`src/rtl/digit_scan.sv`:
```
// Scan controller for a multiplexed 7-segment display: walks the digit
// slots, blanks the start of each slot and shows a frame-stable snapshot.
module digit_scan #(
    parameter int NUM_DIGITS = 6,
    parameter int DIV        = 50000,
    parameter int BLANK      = 500
) (
    input  logic                      clk,
    input  logic                      rst,
    input  logic                      en,
    input  logic [4*NUM_DIGITS-1:0]   digits,
    input  logic [NUM_DIGITS-1:0]     dp_mask,
    output logic [3:0]                bcd_pos,
    output logic [3:0]                bcd_digit,
    output logic                      dp,
    output logic                      frame_tick
);

    localparam int CW = $clog2(DIV);
    localparam logic [CW-1:0] CNT_MAX = CW'(DIV - 1);
    localparam logic [CW-1:0] BLANK_C = CW'(BLANK);
    localparam logic [2:0]    POS_MAX = 3'(NUM_DIGITS - 1);

    logic [CW-1:0]                cnt;
    logic [2:0]                   pos;
    logic [NUM_DIGITS-1:0][3:0]   shadow_d;
    logic [NUM_DIGITS-1:0]        shadow_dp;

    logic slot_end;
    logic frame_end;
    logic blank;

    assign slot_end  = en && (cnt == CNT_MAX);
    assign frame_end = slot_end && (pos == POS_MAX);
    assign blank     = !en || (cnt < BLANK_C);

    always_ff @(posedge clk or posedge rst) begin
        if (rst) begin
            cnt        <= '0;
            pos        <= '0;
            shadow_d   <= '0;
            shadow_dp  <= '0;
            bcd_pos    <= 4'hF;
            bcd_digit  <= 4'h0;
            dp         <= 1'b0;
            frame_tick <= 1'b0;
        end else begin
            if (!en) begin
                cnt <= '0;
                pos <= '0;
            end else if (slot_end) begin
                cnt <= '0;
                pos <= (pos == POS_MAX) ? 3'd0 : pos + 3'd1;
            end else begin
                cnt <= cnt + 1'b1;
            end

            // Snapshot only between frames so a frame never tears.
            if (!en || frame_end) begin
                shadow_d  <= digits;
                shadow_dp <= dp_mask;
            end

            if (blank) begin
                bcd_pos   <= 4'hF;
                bcd_digit <= 4'h0;
                dp        <= 1'b0;
            end else begin
                bcd_pos   <= {1'b0, pos};
                bcd_digit <= shadow_d[pos];
                dp        <= shadow_dp[pos];
            end

            frame_tick <= frame_end;
        end
    end

endmodule
```
`config.mk`:
```
export PLATFORM = sky130hd
export DESIGN_NAME = digit_scan
export DESIGN_NICKNAME = d
export VERILOG_FILES = /design/src/rtl/digit_scan.sv
export SDC_FILE = /design/constraint.sdc
export NUM_CORES = 1
export LEC_CHECK = 0
export ABC_AREA = 1
export CORE_MARGIN = 2
export CORE_UTILIZATION = 54
export CTS_CLUSTER_SIZE = 8
export DETAILED_ROUTE_END_ITERATION = 8
export PLACE_DENSITY = 0.88
export SLEW_MARGIN = 5
export SYNTH_ARGS = -nofsm -noshare
export SYNTH_HDL_FRONTEND = slang
export SYNTH_SLANG_ARGS = --single-unit
```
`constraint.sdc`:
```
create_clock -name clk -period 2.27 [get_ports clk]
set_input_delay 0.454 -clock clk [delete_from_list [all_inputs] [get_ports clk]]
set_output_delay 0.454 -clock clk [all_outputs]
set_load 0.005 [all_outputs]
```
==> results.rst, run 1 <==
.. list-table::
   :header-rows: 1

   * - Metric
     - Value
   * - Final antenna-violating net count
     - 0
   * - Switching power total
     - 0.575 mW
   * - Fraction of the mapped netlist area in compound gates
     - 5.50%
   * - Result of the run
     - finished clean
   * - Vias per inst
     - 5.20
   * - Critical path cell sequence
     - nand2_1 > nor2_4 > nand4_4 > buf_12 > nand3_2 > nand2_1
   * - DRC violations left
     - 0
   * - Main combinational cell family by area after synthesis
     - simple AND/OR/NAND/NOR gates
   * - Highest achievable clock rate
     - 543 MHz
   * - Most repeated library cell on the critical path
     - sky130_fd_sc_hd__nand2_1
   * - Cell at the slowest stage of the critical path
     - sky130_fd_sc_hd__dfrtp_1
   * - Minimum clock period after layout
     - 1840 ps
   * - Max Buffers Root-to-Sink
     - 2
   * - Synth unique cells
     - 36
   * - Cell-internal power
     - 1.86 mW
   * - Maximum number of pins on one net before global-route repair
     - 60
   * - Cell area reported after detailed placement
     - 3520 um2
   * - Per-instance average area after synthesis
     - 8.61 um2
   * - Total number of yosys warnings
     - 0
   * - Placed wire-length estimate after detailed placement
     - 4510 um
   * - Fill cell total of the finished layout
     - 420
   * - Comb pwr share
     - 8.7%
   * - Layout Area Growth over Synthesis
     - 23.0%
   * - RSZ-0062 raised after global routing
     - false
   * - Initial standard-cell utilization of the core
     - 55.7%
   * - Total negative slack
     - 0 ps
   * - Synth top area cells
     - sky130_fd_sc_hd__dfrtp_1, sky130_fd_sc_hd__nand2_1, sky130_fd_sc_hd__nand3_2, sky130_fd_sc_hd__nor2_1, sky130_fd_sc_hd__dfstp_2
   * - CORE AREA
     - 5470 um2
   * - Critical Path Source Type
     - register
   * - Clock tree from TritonCTS
     - built
   * - Largest driver fanout on the critical path
     - 17
   * - Primary flip-flop cell chosen by synthesis mapping
     - sky130_fd_sc_hd__dfrtp_1
   * - Total of flip-flops plus latches after synthesis
     - 59
   * - Clk slew on worst S/H paths
     - 70 ps
   * - Clock group share of total power
     - 44.0%
   * - Tightest Hold Check Type
     - register to register
   * - Final weighted congestion of routability-driven global placement
     - 0.880
   * - I/O pin total
     - 43
   * - Transition time at the pin with the least slew margin
     - 456 ps
   * - Most instantiated library cell after synthesis
     - sky130_fd_sc_hd__nand2_1
   * - Seq. cell area
     - 1480 um2
   * - Post-synth EDFFs
     - 0
   * - Portion of the post-synthesis area used by sequential elements
     - 48.6%
   * - Fin Clk Skew
     - 9.81 ps
   * - Category of the worst setup path capture point
     - register
   * - Clock H-tree levels
     - 3
   * - Headroom to the max-slew limit
     - 69.6%
   * - Count of routing violations after the opening detailed-route iteration
     - 243
   * - Routed length per placed instance
     - 13.4 um
   * - Pleak
     - 1.76 nW
   * - Most common library cells after synthesis
     - sky130_fd_sc_hd__nand2_1, sky130_fd_sc_hd__dfrtp_1, sky130_fd_sc_hd__nor2_1
   * - Biggest area consumer among synthesized cells
     - sky130_fd_sc_hd__dfrtp_1
   * - Count of pins over their slew limit
     - 0
   * - Setup CP Type
     - register to register
   * - Number of hold violations in the final report
     - 0
   * - Footprint of the multi-input gates
     - 1360 um2
   * - Part of the total power dissipated in sequential elements
     - 47.2%
   * - Clock Sink Count
     - 59
   * - Aggregate global routing overflow
     - 0
   * - Number of nets in the layout
     - 432
   * - Fraction of final layout cells with drive strength greater than 1
     - 19.9%
   * - Via count
     - 2,470
   * - Post-CTS Setup Bufs
     - 0
   * - Power per standard cell area
     - 649 nW/um2
   * - Area fraction in and, or, nand and nor cells after synthesis
     - 37.6%
   * - CP max stage delay
     - 620 ps
   * - Die area
     - 6260 um2
   * - Horizontal extent of the die
     - 79.1 um
   * - Initial antenna violation count
     - 0
   * - First-pass GRT wire length
     - 11,000 um
   * - Required time of the worst setup path
     - 2500 ps
   * - Gr usage total
     - 23.2%
   * - Synth async-reset ratio
     - 100%
   * - Cts hold-fix bufs
     - 0
   * - Share of synthesized area spent on multiplexers
     - 0%
   * - # diodes
     - 0
   * - Total of buffers placed on input and output ports
     - 42
   * - Portion of the clock cycle consumed by the worst path in the final layout
     - 81.1%
   * - Final design instance area without fill
     - 3750 um2
   * - Worst-case vdd ir drop
     - 0.000505 V
   * - Vertical die dimension
     - 79.1 um
   * - Via count of the first global-routing pass
     - 2,397
   * - Clock latency reported for the late side of the worst-skew pair
     - 350 ps
   * - Number of cells produced by synthesis
     - 354
   * - Synthesized-area fraction occupied by adder cells
     - 0.411%
   * - Max_cap viols
     - 0
   * - Number of detailed-routing iterations run before antenna repair
     - 4
   * - Post-Synthesis Net Count
     - 388
   * - Total number of placement rows
     - 27
   * - Arrival time reported for the critical path endpoint
     - 2070 ps
   * - Quantity of gates resized following cts
     - 0
   * - Number of clock buffers inserted by TritonCTS
     - 9
   * - Setup Viol. Count Final
     - 0
   * - Switching Fraction
     - 23.6%
   * - Portion of synthesized cell area occupied by the leading cell type
     - 45.2%
   * - Final wirelength
     - 6370 um
   * - Cell at the root of the clock tree
     - sky130_fd_sc_hd__clkbuf_8
   * - Post-synth design cell area
     - 3050 um2
   * - Xor/xnor cell area share of the yosys netlist
     - 1.15%
-- cell usage in the layout, fill, tap and decap left out, drive strengths merged, types with 4 or more instances in the layout --
master	Yosys	layout
o21ai	8	8
nand4	4	4
o31ai	4	4
nand3	40	40
nor2	49	49
inv	24	24
clkdlybuf4s50	0	41
dfrtp	55	55
a21oi	6	6
buf	15	7
clkbuf	0	10
dfstp	4	4
nor3	10	10
nand2	117	117
-- per-layer routing --
| metal | part of all wire (%) | GRT usage (%) |
|---|---|---|
| met5 | 0 | 0 |
| met4 | 1.9 | 9.14 |
| met3 | 5.3 | 5.68 |
| met2 | 51 | 37.7 |
| met1 | 42 | 29.9 |
-- registers in the layout (all words and copies together) (netlist names) --
signal and flops:
cnt 16, pos 3, shadow_dp 6, shadow_d 24, dp 1, bcd_pos 4, frame_tick 1, bcd_digit 4
-- worst max-delay path: cells and delay by family, from the launching register on --
| kind | cells | cell delay [ps] |
|---|---|---|
| DFF | 1 | 620 |
| buffers and inverters | 1 | 280 |
| and+or+nand+nor | 5 | 820 |
-- power by group through the flow --
stage / registers [mW] / clock network [mW] / logic, mW
after floorplan: 1.15 / 0 / 0.128
after global placement: 1.16 / 0 / 0.206
after detailed placement: 1.17 / 0 / 0.213
after CTS: 1.15 / 1.09 / 0.216
after global routing: 1.15 / 1.15 / 0.240
final: 1.15 / 1.07 / 0.213
-- path summary, 6_finish.rpt --
path / startpoint / end / slack [ps] / depth (start not counted)
min in group asynchronous: rst / cnt[13] / 490 / 3
hold / removal: cnt[0] / cnt[0] / 470 / 1
hold reg to reg: cnt[0] / cnt[0] / 470 / 1
max in group asynchronous: rst / bcd_pos[1] / 1470 / 3
setup reg to reg: pos[0] / shadow_dp[4] / 430 / 6
setup / recovery: pos[0] / shadow_dp[4] / 430 / 6
-- logic make-up after synthesis --
group	count (synthesis)
buffers and inverters	39
DFF	59
and+or+nand+nor	225
AOI/OAI and AO/OA	26
adders and majority gates	1
xor gates and xnor gates	4
-- cell type report --
class	count	area share, %
clock buffer	10	3.67
clock inverter	6	2.37
inverter	24	2.40
multi-input combinational	256	36.3
sequential	59	39.5
tap	72	2.40
timing repair buffer	48	13.3
-- through the flow --
| step | utilization (%) | worst slack (ps) | total power, mW | hold slack (ps) | instances |
|---|---|---|---|---|---|
| floorplan | - | 366 | 1.28 | 432 | 354 |
| global placement | 64.4 | 535 | 1.37 | 444 | 459 |
| detailed placement | 64.4 | 493 | 1.38 | 470 | 459 |
| CTS | 68.5 | 410 | 2.45 | 478 | 475 |
| global route | 68.5 | 251 | 2.54 | 494 | 475 |
| finish | 68.5 | 430 | 2.43 | 469 | 475 |
Note: power is estimated with default switching activity, not from simulation.
==> run 2: changes to the inputs <==
--- a/config.mk
+++ b/config.mk
@@ -7,10 +7,10 @@
 export LEC_CHECK = 0
 export ABC_AREA = 1
 export CORE_MARGIN = 2
-export CORE_UTILIZATION = 54
+export CORE_UTILIZATION = 49
 export CTS_CLUSTER_SIZE = 8
 export DETAILED_ROUTE_END_ITERATION = 8
-export PLACE_DENSITY = 0.88
+export PLACE_DENSITY = 0.85
 export SLEW_MARGIN = 5
 export SYNTH_ARGS = -nofsm -noshare
 export SYNTH_HDL_FRONTEND = slang
==> constraint.sdc (replaced) <==
create_clock -name clk -period 1.5 [get_ports clk]
set_input_delay 0.3 -clock clk [delete_from_list [all_inputs] [get_ports clk]]
set_output_delay 0.3 -clock clk [all_outputs]
set_load 0.005 [all_outputs]
==> results.rst, run 2 (same netlist as run 1, synthesis figures left out) <==
.. list-table::
   :header-rows: 1

   * - Metric
     - Value
   * - Placed wire-length estimate after detailed placement
     - 4690 um (+4.0%)
   * - Met3 routed WL
     - 293 um (-13%)
   * - Max Buffers Root-to-Sink
     - 2 (unchanged)
   * - Via count of the first global-routing pass
     - 2,610 (+8.9%)
   * - Setup CP Type
     - register to primary output
   * - Switching power total
     - 0.861 mW (+50%)
   * - Final design instance area without fill
     - 3900 um2 (+4.1%)
   * - Final weighted congestion of routability-driven global placement
     - 0.841 (-4.5%)
   * - Max reg flops
     - 24 (unchanged)
   * - Vertical die dimension
     - 82.9 um (+4.7%)
   * - Tightest Hold Check Type
     - input port to asynchronous set/reset pin
   * - Number of detailed-routing iterations run before antenna repair
     - 4 (unchanged)
   * - Part of the total power dissipated in sequential elements
     - 50.0% (+2.8 points)
   * - Final hold slack
     - 368 ps (-101 ps)
   * - Minimum clock period after layout
     - 1460 ps
   * - Final antenna-violating net count
     - 0 (unchanged)
   * - Fraction of final layout cells with drive strength greater than 1
     - 25.4% (+5.5 points)
   * - Total negative slack
     - 0 ps (unchanged)
   * - Biggest register
     - shadow_d
   * - Clock group share of total power
     - 40.5% (-3.5 points)
   * - Count of routing violations after the opening detailed-route iteration
     - 184 (-24%)
   * - Required time of the worst setup path
     - 1200 ps (-1300 ps)
   * - Cell area reported after detailed placement
     - 3660 um2 (+4.0%)
   * - Fin cells
     - 497 (+4.6%)
   * - Result of the run
     - finished clean
   * - Initial standard-cell utilization of the core
     - 51.2% (-4.5 points)
   * - Cell-internal power
     - 2.60 mW (+40%)
   * - Comb pwr share
     - 9.5% (+0.8 points)
   * - Most common cell after layout, fill and taps aside
     - sky130_fd_sc_hd__nand2_1
   * - Via count
     - 2,557 (+3.5%)
   * - Fraction of the core area covered by cells at the end of the flow
     - 65.5% (-3.0 points)
   * - Setup ws final
     - 41.5 ps (-388 ps)
   * - Aggregate global routing overflow
     - 0 (unchanged)
   * - Number of buffers and inverters on the critical path
     - 1 (unchanged)
   * - First-pass GRT wire length
     - 11,400 um (+4.3%)
   * - Pleak
     - 1.86 nW (+6.1%)
   * - Clock Sink Count
     - 59 (unchanged)
   * - RSZ-0062 raised after global routing
     - true
   * - Number of hold violations in the final report
     - 0 (unchanged)
   * - Max_cap viols
     - 0 (unchanged)
   * - Detail Route met2 WL
     - 3270 um (+0.93%)
   * - Routed length per placed instance
     - 13.1 um (-2.5%)
   * - Total chip power
     - 3.46 mW (+42%)
   * - CP top delay family
     - buffers and inverters
   * - CORE AREA
     - 5960 um2 (+8.8%)
   * - Horizontal extent of the die
     - 82.9 um (+4.7%)
   * - Cell at the root of the clock tree
     - sky130_fd_sc_hd__clkbuf_8
   * - Placed insts
     - 480 (+4.6%)
   * - Registers with the most flip-flops
     - shadow_d: 24 flops, cnt: 16 flops, shadow_dp: 6 flops
   * - Maximum number of pins on one net before global-route repair
     - 60 (unchanged)
   * - Setup Viol. Count Final
     - 0 (unchanged)
   * - Clock H-tree levels
     - 3 (unchanged)
   * - Cell at the slowest stage of the critical path
     - sky130_fd_sc_hd__clkdlybuf4s50_1
   * - Highest metal layer with signal wires
     - met4
   * - Transition time at the pin with the least slew margin
     - 442 ps (-14.1 ps)
   * - Layout Area Growth over Synthesis
     - 28.0%
   * - Category of the worst setup path capture point
     - primary output
   * - Clk slew on worst S/H paths
     - 70 ps (about the same)
   * - Met1 wire length
     - 2810 um (+5.2%)
   * - Highest achievable clock rate
     - 686 MHz
   * - Critical Path Source Type
     - register
   * - Worst-case vdd ir drop
     - 0.000520 V (+2.9%)
   * - Number of clock buffers inserted by TritonCTS
     - 9 (unchanged)
   * - Total of buffers placed on input and output ports
     - 42 (unchanged)
   * - Critical path cell sequence
     - clkdlybuf4s50_1
   * - Portion of the clock cycle consumed by the worst path in the final layout
     - 97.2%
   * - Headroom to the max-slew limit
     - 70.6% (+0.94 points)
   * - Clock latency reported for the late side of the worst-skew pair
     - 340 ps (about the same)
   * - Largest driver fanout on the critical path
     - 1 (-16)
   * - Power per standard cell area
     - 887 nW/um2 (+37%)
   * - Gr usage total
     - 20.3% (-2.9 points)
   * - Arrival time reported for the critical path endpoint
     - 1160 ps (-910 ps)
   * - DRC violations left
     - 0 (unchanged)
   * - Final wirelength
     - 6500 um (+2.0%)
   * - Clock tree from TritonCTS
     - built
   * - CP max stage delay
     - 490 ps (-130 ps)
   * - Total number of placement rows
     - 28 (+3.7%)
   * - Vias per inst
     - 5.14 (-1.1%)
   * - # diodes
     - 0 (unchanged)
   * - Commonest non-fill, non-tap cells in the layout
     - sky130_fd_sc_hd__nand2_1, sky130_fd_sc_hd__dfrtp_1, sky130_fd_sc_hd__nor2_1
   * - Count of pins over their slew limit
     - 0 (unchanged)
   * - Number of nets in the layout
     - 451 (+4.4%)
   * - Fin Clk Skew
     - 10.6 ps (+0.748 ps)
   * - Placement Setup Slack
     - 7.81 ps (-485 ps)
   * - Switching Fraction
     - 24.9% (+1.3 points)
   * - I/O pin total
     - 43 (unchanged)
   * - Initial antenna violation count
     - 0 (unchanged)
   * - Die area
     - 6870 um2 (+9.7%)
-- run 2: power by group through the flow --
stage,Sequential [mW],Combinational [mW],Clock [mW]
floorplan,1.74,0.194,0
global placement,1.75,0.317,0
detailed placement,1.76,0.326,0
CTS,1.73,0.328,1.41
global route,1.74,0.372,1.49
finish,1.73,0.329,1.40
-- run 2: layout make-up --
type                            count  area [um2]
Tap cell                           75        93.8
Multi-Input combinational cell    256        1400
Inverter                           24        93.8
Fill cell                         474        2050
Timing Repair Buffer               67         644
Clock buffer                        9         124
Sequential cell                    59        1480
Clock inverter                      7        68.8
-- run 2: final timing paths --
path	start	to	slack, ps	cells past startpoint
max	bcd_digit[2]	bcd_digit[2]	40	1
min	rst	cnt[6]	370	3
max reg2reg	cnt[0]	shadow_d[2]	60	7
min reg2reg	shadow_d[13]	shadow_d[13]	510	2
max in group asynchronous	rst	bcd_pos[1]	800	3
min in group clk	en	bcd_pos[3]	390	3
-- run 2: routing by layer --
metal,GRT usage [%],up-vias
met5,0,-
met4,9.84,0
met3,3.68,16
met2,33.6,59
met1,25.6,1223
li1,-,1259
-- run 2: repair_timing --
item / CTS / global route
gates resized for setup: 4 / 15
setup endpoints to repair: 4 / 43
buffers inserted: 0 / 1
hold buffers: 0 / 0
